==> config.mk <==
export PLATFORM = sky130hd
export DESIGN_NAME = mem_port_seq_flat
export DESIGN_NICKNAME = d
export VERILOG_FILES = /design/src/rtl/mem_port_seq_if.sv /design/src/rtl/mem_port_seq.sv /design/src/flat_wrapper.sv
export SDC_FILE = /design/constraint.sdc
export NUM_CORES = 1
export LEC_CHECK = 0
export CAP_MARGIN = 15
export CORE_MARGIN = 2
export CORE_UTILIZATION = 44
export DETAILED_ROUTE_END_ITERATION = 6
export PLACE_DENSITY = 0.85
export SYNTH_ARGS = -nofsm -noshare
export SYNTH_HDL_FRONTEND = slang
export SYNTH_SLANG_ARGS = --single-unit
==> constraint.sdc <==
create_clock -name cclk -period 2 [get_ports cclk]
set_input_delay 0.3 -clock cclk [delete_from_list [all_inputs] [get_ports cclk]]
set_output_delay 0.3 -clock cclk [all_outputs]
set_load 0.01 [all_outputs]
==> src/rtl/mem_port_seq_if.sv <==
// Byte-wide valid/ready memory bus between mem_port_seq (master) and a memory model (slave).
interface mem_port_seq_if #(
  parameter int ADDR_W = 16
);
  logic [ADDR_W-1:0] bus_addr;
  logic [7:0]        bus_wdata;
  logic              bus_we;
  logic              bus_valid;
  logic              bus_ready;
  logic [7:0]        bus_rdata;

  modport master (
    output bus_addr, bus_wdata, bus_we, bus_valid,
    input  bus_ready, bus_rdata
  );

  modport slave (
    input  bus_addr, bus_wdata, bus_we, bus_valid,
    output bus_ready, bus_rdata
  );
endinterface

==> src/rtl/mem_port_seq.sv <==
// Splits one 32-bit MIPS memory access into four little-endian byte beats; busy stalls the datapath.
// MISALIGN_TRAP_EN: misaligned requests skip the bus and pulse err with done; otherwise addresses are forced word-aligned.
module mem_port_seq #(
  parameter int          ADDR_W   = 16,
  parameter logic [31:0] IR_RESET = 32'h00000000
) (
  input  logic          cclk,
  input  logic          rst,
  input  logic          req,
  input  logic          we,
  input  logic          ir_dest,
  input  logic [31:0]   addr,
  input  logic [31:0]   wdata,
  output logic          busy,
  output logic          done,
  output logic          err,
  output logic [31:0]   Instr,
  output logic [31:0]   rdata,
  mem_port_seq_if.master bus
);

  typedef enum logic [1:0] {IDLE, XFER, DONE} state_t;

  state_t              state_q;
  logic [1:0]          beat_q;
  logic [1:0]          beat_d;
  logic [ADDR_W-3:0]   base_q;
  logic                we_q;
  logic                ir_dest_q;
  logic [31:0]         wdata_q;
  logic [23:0]         asm_q;
  logic                busy_q;
  logic                done_q;
  logic                err_q;
  logic                bus_valid_q;
  logic                bus_we_q;
  logic [ADDR_W-1:0]   bus_addr_q;
  logic [7:0]          bus_wdata_q;
  logic [31:0]         instr_q;
  logic [31:0]         rdata_q;
  logic                misalign;
  logic                unused_addr;

`ifdef MISALIGN_TRAP_EN
  assign misalign = (addr[1:0] != 2'b00);
`else
  assign misalign = 1'b0;
`endif

  assign unused_addr = ^{addr[31:ADDR_W], addr[1:0]};
  assign beat_d      = beat_q + 2'd1;

  always_ff @(posedge cclk) begin
    if (rst) begin
      state_q     <= IDLE;
      beat_q      <= 2'd0;
      base_q      <= '0;
      we_q        <= 1'b0;
      ir_dest_q   <= 1'b0;
      wdata_q     <= '0;
      asm_q       <= '0;
      busy_q      <= 1'b0;
      done_q      <= 1'b0;
      err_q       <= 1'b0;
      bus_valid_q <= 1'b0;
      bus_we_q    <= 1'b0;
      bus_addr_q  <= '0;
      bus_wdata_q <= '0;
      instr_q     <= IR_RESET;
      rdata_q     <= '0;
    end else begin
      done_q <= 1'b0;
      err_q  <= 1'b0;
      case (state_q)
        IDLE: begin
          if (req) begin
            busy_q <= 1'b1;
            if (misalign) begin
              state_q <= DONE;
              done_q  <= 1'b1;
              err_q   <= 1'b1;
            end else begin
              state_q     <= XFER;
              base_q      <= addr[ADDR_W-1:2];
              we_q        <= we;
              ir_dest_q   <= ir_dest;
              wdata_q     <= wdata;
              beat_q      <= 2'd0;
              bus_valid_q <= 1'b1;
              bus_we_q    <= we;
              bus_addr_q  <= {addr[ADDR_W-1:2], 2'b00};
              bus_wdata_q <= wdata[7:0];
            end
          end
        end
        XFER: begin
          if (bus_valid_q && bus.bus_ready) begin
            if (!we_q) begin
              case (beat_q)
                2'd0:    asm_q[7:0]   <= bus.bus_rdata;
                2'd1:    asm_q[15:8]  <= bus.bus_rdata;
                2'd2:    asm_q[23:16] <= bus.bus_rdata;
                default: ;
              endcase
            end
            if (beat_q == 2'd3) begin
              state_q     <= DONE;
              done_q      <= 1'b1;
              bus_valid_q <= 1'b0;
              bus_we_q    <= 1'b0;
              // Last byte comes straight off the bus so the word lands on the same edge.
              if (!we_q) begin
                if (ir_dest_q) instr_q <= {bus.bus_rdata, asm_q};
                else           rdata_q <= {bus.bus_rdata, asm_q};
              end
            end else begin
              beat_q      <= beat_d;
              bus_addr_q  <= {base_q, beat_d};
              bus_wdata_q <= wdata_q[{beat_d, 3'b000} +: 8];
            end
          end
        end
        DONE: begin
          state_q <= IDLE;
          busy_q  <= 1'b0;
        end
        default: state_q <= IDLE;
      endcase
    end
  end

  assign busy          = busy_q;
  assign done          = done_q;
  assign err           = err_q;
  assign Instr         = instr_q;
  assign rdata         = rdata_q;
  assign bus.bus_valid = bus_valid_q;
  assign bus.bus_we    = bus_we_q;
  assign bus.bus_addr  = bus_addr_q;
  assign bus.bus_wdata = bus_wdata_q;

endmodule

==> src/flat_wrapper.sv <==
// flat-port wrapper written by rule: the top's interface ports become plain ports
module mem_port_seq_flat 
#(
  parameter int          ADDR_W   = 16,
  parameter logic [31:0] IR_RESET = 32'h00000000
)
  (cclk, rst, req, we, ir_dest, addr, wdata, busy, done, err, Instr, rdata, bus_bus_addr, bus_bus_wdata, bus_bus_we, bus_bus_valid, bus_bus_ready, bus_bus_rdata);
  mem_port_seq_if #(.ADDR_W(ADDR_W)) bus_i ();
  input  logic cclk;
  input  logic rst;
  input  logic req;
  input  logic we;
  input  logic ir_dest;
  input  logic [31:0] addr;
  input  logic [31:0] wdata;
  output logic busy;
  output logic done;
  output logic err;
  output logic [31:0] Instr;
  output logic [31:0] rdata;
  output wire logic [$bits(bus_i.bus_addr)-1:0] bus_bus_addr;
  output wire logic [$bits(bus_i.bus_wdata)-1:0] bus_bus_wdata;
  output wire logic [$bits(bus_i.bus_we)-1:0] bus_bus_we;
  output wire logic [$bits(bus_i.bus_valid)-1:0] bus_bus_valid;
  input wire logic [$bits(bus_i.bus_ready)-1:0] bus_bus_ready;
  input wire logic [$bits(bus_i.bus_rdata)-1:0] bus_bus_rdata;
  assign bus_bus_addr = bus_i.bus_addr;
  assign bus_bus_wdata = bus_i.bus_wdata;
  assign bus_bus_we = bus_i.bus_we;
  assign bus_bus_valid = bus_i.bus_valid;
  assign bus_i.bus_ready = bus_bus_ready;
  assign bus_i.bus_rdata = bus_bus_rdata;
  mem_port_seq #(.ADDR_W(ADDR_W), .IR_RESET(IR_RESET)) u_core (.cclk(cclk), .rst(rst), .req(req), .we(we), .ir_dest(ir_dest), .addr(addr), .wdata(wdata), .busy(busy), .done(done), .err(err), .Instr(Instr), .rdata(rdata), .bus(bus_i));
endmodule
* Word level (Yosys, flattened, before mapping)
Index checks and enable logic that the tools add are counted.
Operators by class: add/subtract/negate cells 1, multiplexer cells 24, equal/unequal tests 9, reductions and logical operators 16, shift operators 1, bitwise logic cells 4
Operators by type and width (number):
- $mux 16 | 3
- $pmux 16 s2 | 1
- $shiftx 32x6->8 | 1
- $mux 8 | 3
- $reduce_and 4->1 | 5
- $pmux 8 s2 | 1
- $mux 2 | 6
- $reduce_and 5->1 | 2
- $pmux 2 s2 | 2
- $eq 2x2->1 const B | 3
- $pmux 1 s2 | 3
- $mux 1 | 5
- $eq 2x1->1 const B | 2
- $logic_not 2->1 | 2
- $ne 2x1->1 const B | 2
- $ne 2x2->1 const B | 2
- $not 1->1 | 4
- $reduce_and 2->1 | 2
- $reduce_bool 2->1 | 2
- $reduce_and 3->1 | 1
- $reduce_or 3->1 | 1
- $add 2x1->2 const B | 1
- $logic_and 1x1->1 | 1
Word-level totals: input bits 78, register bits 168, output and inout bits 93

* Logic depth before layout (Yosys ltp)
Gate-level depths: netlist of the first run.
word-level depth 5, depth in mapped cells 7, gate-level depth less buffers 5

* Worst setup path after synthesis of the first run
Ideal clock, no wire load.
path type flip-flop to flip-flop, start register, netlist name u_core.bus.bus_addr[0], end register u_core.bus_wdata_q[0], in the netlist u_core.bus.bus_wdata[0], path slack -0.083 ns, data arrival time 1.943 ns, required time 1.859 ns, clock period less this slack 2.083 ns, path buffers 2, stages on the path, launching flop included 8, setup time 0.141 ns, cell sequence dfxtp_1 buf_2 inv_1 ha_1 clkbuf_1 mux4_2 mux2i_1 a22oi_1
RTL lines:
- end signal: assignment | line mem_port_seq.sv:92 | bus_wdata_q <= wdata[7:0];
- end signal: assignment | line mem_port_seq.sv:119 | bus_wdata_q <= wdata_q[{beat_d, 3'b000} +: 8];
- end: declaration | line mem_port_seq.sv:38 | logic [7:0] bus_wdata_q;

* Worst setup path in the final report of the first run
start register u_core.bus_addr_q[0], in the netlist u_core.bus.bus_addr[0], end output port bus_bus_addr[0]
RTL lines:
- start: declaration | line mem_port_seq.sv:37 | logic [ADDR_W-1:0] bus_addr_q;
- start signal: assignment | line mem_port_seq.sv:91 | bus_addr_q <= {addr[ADDR_W-1:2], 2'b00};
- start signal: assignment | line mem_port_seq.sv:118 | bus_addr_q <= {base_q, beat_d};
- end: declaration | line flat_wrapper.sv:21 | output wire logic [$bits(bus_i.bus_addr)-1:0] bus_bus_addr;
No word-level cell between the ends.

==> results of run 1 <==
stage by stage:
stage / setup WS, ns / total power (µW) / cells / util, %
finish: 0.137 / 7230 / 1087 / 59.5
global route: 0.0754 / 7520 / 1087 / 59.5
CTS: 0.0420 / 7280 / 1087 / 59.5
detailed placement: 0.115 / 4280 / 1055 / 55.9
global placement: 0.133 / 4270 / 1055 / 55.9
floorplan: 0.0548 / 3950 / 767 / -
worst reg2reg max path: cells and delay by family (launching register included):
| kind | cells | cell delay (ns) |
|---|---|---|
| muxes | 2 | 0.52 |
| adders and majority gates | 1 | 0.49 |
| DFF | 1 | 0.41 |
| AOI/OAI and AO/OA | 1 | 0.12 |
| buffers and inverters | 1 | 0.11 |
final timing paths:
| check | startpoint | slack, ns | end |
|---|---|---|---|
| min | rst | 0.34 | u_core.rdata[12]$_SDFFE_PP0P_ |
| max | u_core.bus.bus_addr[0]$_SDFFE_PP0P_ | 0.14 | bus_bus_addr[0] |
| max reg2reg | u_core.bus.bus_addr[1]$_SDFFE_PP0P_ | 0.22 | u_core.bus.bus_wdata[5]$_SDFFE_PP0P_ |
| min reg2reg | u_core.wdata_q[28]$_SDFFE_PP0P_ | 0.45 | u_core.wdata_q[28]$_SDFFE_PP0P_ |
final cells by class:
cell class,count,area (µm²),area share (%)
multi-input cells,511,3130,34.6
well taps,188,235,2.60
flip-flops and latches,166,3320,36.7
repair buffers,173,1750,19.4
inverters,17,63.8,0.705
clock buffers,17,425,4.70
clock inverters,15,116,1.29
report_power, final:
group / leakage [µW] / total [µW] / internal [µW] / switching, µW
registers: 0.00135 / 3480 / 3410 / 65.3
logic: 0.00166 / 730 / 366 / 364
clock network: 0.000262 / 3030 / 1610 / 1410
sequential cells by signal (all words and copies together), names as in the netlist:
register	count
u_core.bus.bus_we	1
u_core.bus.bus_valid	1
u_core.ir_dest_q	1
u_core.Instr	32
u_core.asm_q	24
u_core.state_q	2
u_core.rdata	32
u_core.bus.bus_addr	16
u_core.done	1
u_core.we_q	1
u_core.wdata_q	32
u_core.bus.bus_wdata	8
u_core.base_q	14
u_core.busy	1
cells by family (layout without fill, tap and decap cells):
group / count (synthesis) / in the layout / synth area share (%)
simple gates: 230 / 230 / 16.9
compound gates: 221 / 221 / 17.7
flops: 166 / 166 / 48.4
buf+inv: 90 / 222 / 6.29
mux: 54 / 54 / 9.60
fa+ha+maj: 5 / 5 / 0.912
other cells: 1 / 1 / 0.0547
repair_timing:
item / CTS / global route
cloned: 0 / 0
resized for setup: 1 / 2
endpoints found under the setup margin: 1 / 3
cell usage in the layout, fill, tap and decap left out, drive strengths merged, types with 2 or more instances in the layout:
cell	synthesis	layout
a21oi	114	114
a22oi	8	8
clkinvlp	0	3
mux2	14	14
mux4	8	8
nand2b	42	42
ha	5	5
buf	35	23
nand2	97	97
clkbuf	38	17
nor2	2	2
nand3	71	71
and4b	2	2
o31ai	2	2
nor2b	2	2
dfxtp	166	166
clkdlybuf4s50	0	150
o21ai	66	66
clkinv	0	4
a211oi	28	28
mux2i	32	32
and3	3	3
nor3	3	3
inv	17	25
routing by layer:
metal	vias up	track usage (%)
met5	-	0
met4	0	6.71
met2	197	35.5
li1	2906	-
met3	34	6.57
met1	2837	27.6
==> impl_metrics.csv, run 1 <==
group,metric,value,unit
sta,slew_headroom,61.8,%
route,routed_wirelength,17.6,mm
worst_hold_path,whs_path_depth,2,
synth,synth_top_cell_area_share,48.4,%
flow_run,cap_violations,0,
floorplanning,initial_core_util,45.1,%
floorplanning,ios,171,
finish,fin_nets,969,
global_routing,overflow,0,
worst_hold_path,hp-class,"in -> reg",
synth,synth.top_cells.by_area,"dfxtp_1 (48%), a21oi_1 (8.2%), nand2_1 (5.3%), nand3_1 (5.1%), mux2i_1 (4.7%)",
setup_path,cp_cell_sequence,"buf_6 -> clkdlybuf4s50_1",
setup_path,cp_top_family,"buffers and inverters",
sta,setup_viol,0,
power,powerDensity,799,nW/µm²
finish,area_delta_synth_final,32.0,%
floorplanning,core,15200,µm²
synth,yosys_warnings,0,
clock_network,cts_buffer_depth,2,
clock_network,cts-buffers-inserted,17,
sta,period_needed,1.86,ns
sta,fmaxAchievable,537,MHz
floorplanning,die_w,129,µm
synth,netlist_area,6860,µm²
setup_path,crit_path_top_delay_cell,"clkdlybuf4s50_1",
setup_path,critical_path_class,"reg -> out",
synth,synthesis.nets,850,
clock_network,post-cts-setup-buffers,0,
power,p_leak,0.00327,µW
setup_path,crit_path_max_fanout,9,
place,portBuffers,151,
finish,drive_gt1_share,9.90,%
route,drtAntennaViolNets,0,
setup_path,critical_path_buf_inv_count,2,
route,met3WireLength,1.19,mm
setup_path,end_kind,"primary output",
route,drcViolationCount,0,
clock_network,clk_latency,0.42,ns
route,via_per_inst,5.50,
global_routing,grt_pass1_wl,28.9,mm
setup_path,arrival,1.56,ns
sta,hold_ws,0.343,ns
floorplanning,die_y,129,µm
setup_path,reg2regPathDepth,5,
finish,finalInstanceArea,9050,µm²
route,dr_wl_met2,8.59,mm
finish,antenna_cells,0,
setup_path,slowest_delay,0.57,ns
sta,fin_crit_sh,93.2,%
clock_network,cts.sinks,166,
place,dp_hpwl,11.7,mm
status,status,"finished, final reports clean",
synth,synth_edf_count,0,
sta,tightestPinTransition,0.573,ns
floorplanning,die_area,16600,µm²
route,routedWlPerCell,16.2,µm
clock_network,holdBufCountCts,0,
power,max-vdd-ir-drop,0.571,mV
clock_network,cts_root_buf,"clkbuf_16",
synth,seq_area_frac_synth,48.4,%
synth,synth_common_cells,"dfxtp_1 (166), a21oi_1 (113), nand2_1 (97), nand3_1 (70), nand2b_1 (42)",
synth,synthFlopType,"dfxtp_1",
setup_path,required,1.70,ns
sta,tns,0,ns
sta,rsz0062_at_grt,"false",
route,drt-met1-wl,7.46,mm
synth,synth_cell_types,40,
global_routing,first_global_vias,5751,
synth,post-synth-top-count-cell,"dfxtp_1",
finish,n_fill_cell,1299,
place,place_area,8500,µm²
sta,final-hold-violation-count,0,
synth,synth_cells,767,
synth,async_flop_share,0,%
sta,fin_skew,0.00775,ns
synth,yosys.area.top_type,"dfxtp_1",
floorplanning,rows,45,
setup_path,cp-start-kind,"register",
setup_path,cp.depth,2,
synth,synth.ff_latch_count,166,
place,gp_congestion,0.794,
synth,synth_area_per_cell,8.94,µm²
route,num_vias,5974,
global_routing,track_usage,21.7,%
route,drtIter0Drc,364,
route,highest_layer,"met4",
clock_network,cts_tree,"done",
clock_network,htree_levels,4,
clock_network,clkTransAtPathRegs,0.07,ns
sta,maxSlewViolCount,0,
global_routing,antenna_found_initial,0,
route,drtPass1Iterations,6,
global_routing,grt_start_max_net_pins,65,
Note: power is estimated with default switching activity, not from simulation.
==> inputs of run 2 (changes only) <==
--- a/config.mk
+++ b/config.mk
@@ -6,10 +6,12 @@
 export NUM_CORES = 1
 export LEC_CHECK = 0
 export CAP_MARGIN = 15
+export CELL_PAD_IN_SITES_DETAIL_PLACEMENT = 1
+export CELL_PAD_IN_SITES_GLOBAL_PLACEMENT = 2
 export CORE_MARGIN = 2
-export CORE_UTILIZATION = 44
+export CORE_UTILIZATION = 26
 export DETAILED_ROUTE_END_ITERATION = 6
-export PLACE_DENSITY = 0.85
+export PLACE_DENSITY = 0.84
 export SYNTH_ARGS = -nofsm -noshare
 export SYNTH_HDL_FRONTEND = slang
 export SYNTH_SLANG_ARGS = --single-unit
==> run 2 against run 1 <==
  * First-iteration DRC count shrank 16%
  * Register-to-register slack lost 0.05 ns
  * Sequential power is essentially flat
  * Largest cell class unchanged
  * Largest power group is now the clock network
==> impl_metrics.csv, run 2 (synthesized netlist as in run 1, its figures left out) <==
group,metric,value,unit
sta,worst_slack,0.137,ns
finish,area_delta_synth_final,36.5,%
setup_path,cp-start-kind,"register",
setup_path,critical_path_buf_inv_count,1,
power,p_clk_share,45.5,%
power,p_leak,0.00335,µW
finish,n_fill_cell,3006,
worst_hold_path,hp-class,"in -> reg",
global_routing,antenna_found_initial,0,
place,dp_hpwl,14.6,mm
floorplanning,die_w,166,µm
finish,drive_gt1_share,10.2,%
route,routed_wirelength,21.5,mm
finish,final_common_cell,"dfxtp_1",
place,portBuffers,151,
setup_path,cp_cell_sequence,"clkdlybuf4s50_1",
floorplanning,die_y,166,µm
finish,antenna_cells,0,
sta,fmaxAchievable,537,MHz
floorplanning,initial_core_util,26.4,%
route,drcViolationCount,0,
sta,tightestPinTransition,0.522,ns
place,gp_congestion,0.734,
status,status,"finished, final reports clean",
setup_path,critical_path_class,"reg -> out",
clock_network,clk_latency,0.43,ns
route,routedWlPerCell,17.4,µm
sta,fin_crit_sh,93.1,%
clock_network,cts-buffers-inserted,17,
clock_network,cts_tree,"done",
global_routing,track_usage,15.6,%
global_routing,overflow,0,
clock_network,htree_levels,4,
setup_path,slowest_delay,0.64,ns
power,max-vdd-ir-drop,0.421,mV
clock_network,holdBufCountCts,0,
clock_network,post-cts-setup-buffers,0,
sta,maxSlewViolCount,0,
sta,slew_headroom,65.2,%
route,via_per_inst,4.76,
power,p_sw,1950,µW
setup_path,crit_path_top_delay_cell,"clkdlybuf4s50_1",
place,place_area,8730,µm²
place,dp_slack,0.0272,ns
setup_path,cp_top_family,"buffers and inverters",
flow_run,cap_violations,0,
finish,finalInstanceArea,9360,µm²
setup_path,end_kind,"primary output",
clock_network,cts_buffer_depth,2,
power,powerDensity,831,nW/µm²
clock_network,clkTransAtPathRegs,0.07,ns
sta,final-hold-violation-count,0,
global_routing,first_global_vias,6108,
global_routing,grt_pass1_wl,34.5,mm
finish,fin_nets,973,
clock_network,cts_resized,2,
power,p_int,5830,µW
sta,fin_skew,0.0113,ns
setup_path,crit_path_max_fanout,8,
power,p_comb_share,9.8,%
floorplanning,die_area,27700,µm²
floorplanning,rows,59,
floorplanning,ios,171,
finish,final_cell_mix,"dfxtp_1 (166), clkdlybuf4s50_1 (149), a21oi_1 (113)",
setup_path,arrival,1.56,ns
sta,setup_viol,0,
sta,rsz0062_at_grt,"false",
power,p_seq_share,44.7,%
route,drtIter0Drc,305,
route,drtAntennaViolNets,0,
setup_path,required,1.70,ns
clock_network,cts_root_buf,"clkbuf_16",
route,num_vias,5899,
power,p_sw_share,25.1,%
route,drtPass1Iterations,4,
finish,finish.utilization,36.0,%
sta,period_needed,1.86,ns
sta,tns,0,ns
floorplanning,core,26000,µm²
clock_network,cts.sinks,166,
global_routing,grt_start_max_net_pins,65,
run 2: final timing paths:
path	cells after the start	slack [ns]	end	startpoint
worst max-delay path	1	0.14	bus_bus_valid	u_core.bus.bus_valid$_SDFFE_PP0P_
worst min-delay path	2	0.33	u_core.Instr[19]$_SDFFE_PP0P_	rst
worst max register to register	5	0.17	u_core.bus.bus_addr[7]$_SDFFE_PP0P_	u_core.bus.bus_addr[0]$_SDFFE_PP0P_
worst min register to register	2	0.45	u_core.wdata_q[22]$_SDFFE_PP0P_	u_core.wdata_q[22]$_SDFFE_PP0P_
run 2: through the flow:
step / power, µW / instances / hold WS (ns)
floorplan: 3950 / 767 / 0.433
global placement: 4320 / 1206 / 0.439
detailed placement: 4330 / 1206 / 0.447
CTS: 7880 / 1238 / 0.316
global route: 8100 / 1238 / 0.352
finish: 7780 / 1238 / 0.325
run 2: layout make-up:
type,count,area (µm²),share of cell area (%)
Clock buffer,18,439,4.69
Timing Repair Buffer,177,1790,19.2
Clock inverter,14,190,2.03
Inverter,17,63.8,0.682
Multi-Input combinational cell,511,3130,33.5
Tap cell,335,419,4.48
Sequential cell,166,3320,35.5
run 2: power by group through the flow:
stage	logic, µW	clock network [µW]	registers, µW
final	764	3540	3480
after global routing	838	3780	3490
after floorplan	393	0	3560
after global placement	770	0	3550
after detailed placement	777	0	3550
after CTS	780	3630	3480
run 2: layer usage:
layer	vias up	track usage, %	share of wire (%)
li1	2917	-	-
met1	2854	20.5	46
met2	114	25.4	48
met3	14	4.11	4.7
met4	0	4.05	0.97
met5	-	0	0
==> inputs of run 3 (changes only) <==
--- a/config.mk
+++ b/config.mk
@@ -12,6 +12,7 @@
 export CORE_UTILIZATION = 26
 export DETAILED_ROUTE_END_ITERATION = 6
 export PLACE_DENSITY = 0.84
+export SLEW_MARGIN = 30
 export SYNTH_ARGS = -nofsm -noshare
 export SYNTH_HDL_FRONTEND = slang
 export SYNTH_SLANG_ARGS = --single-unit
==> results of run 3 <==
No change in the layout: final DEF, timing and power equal those of run 2.
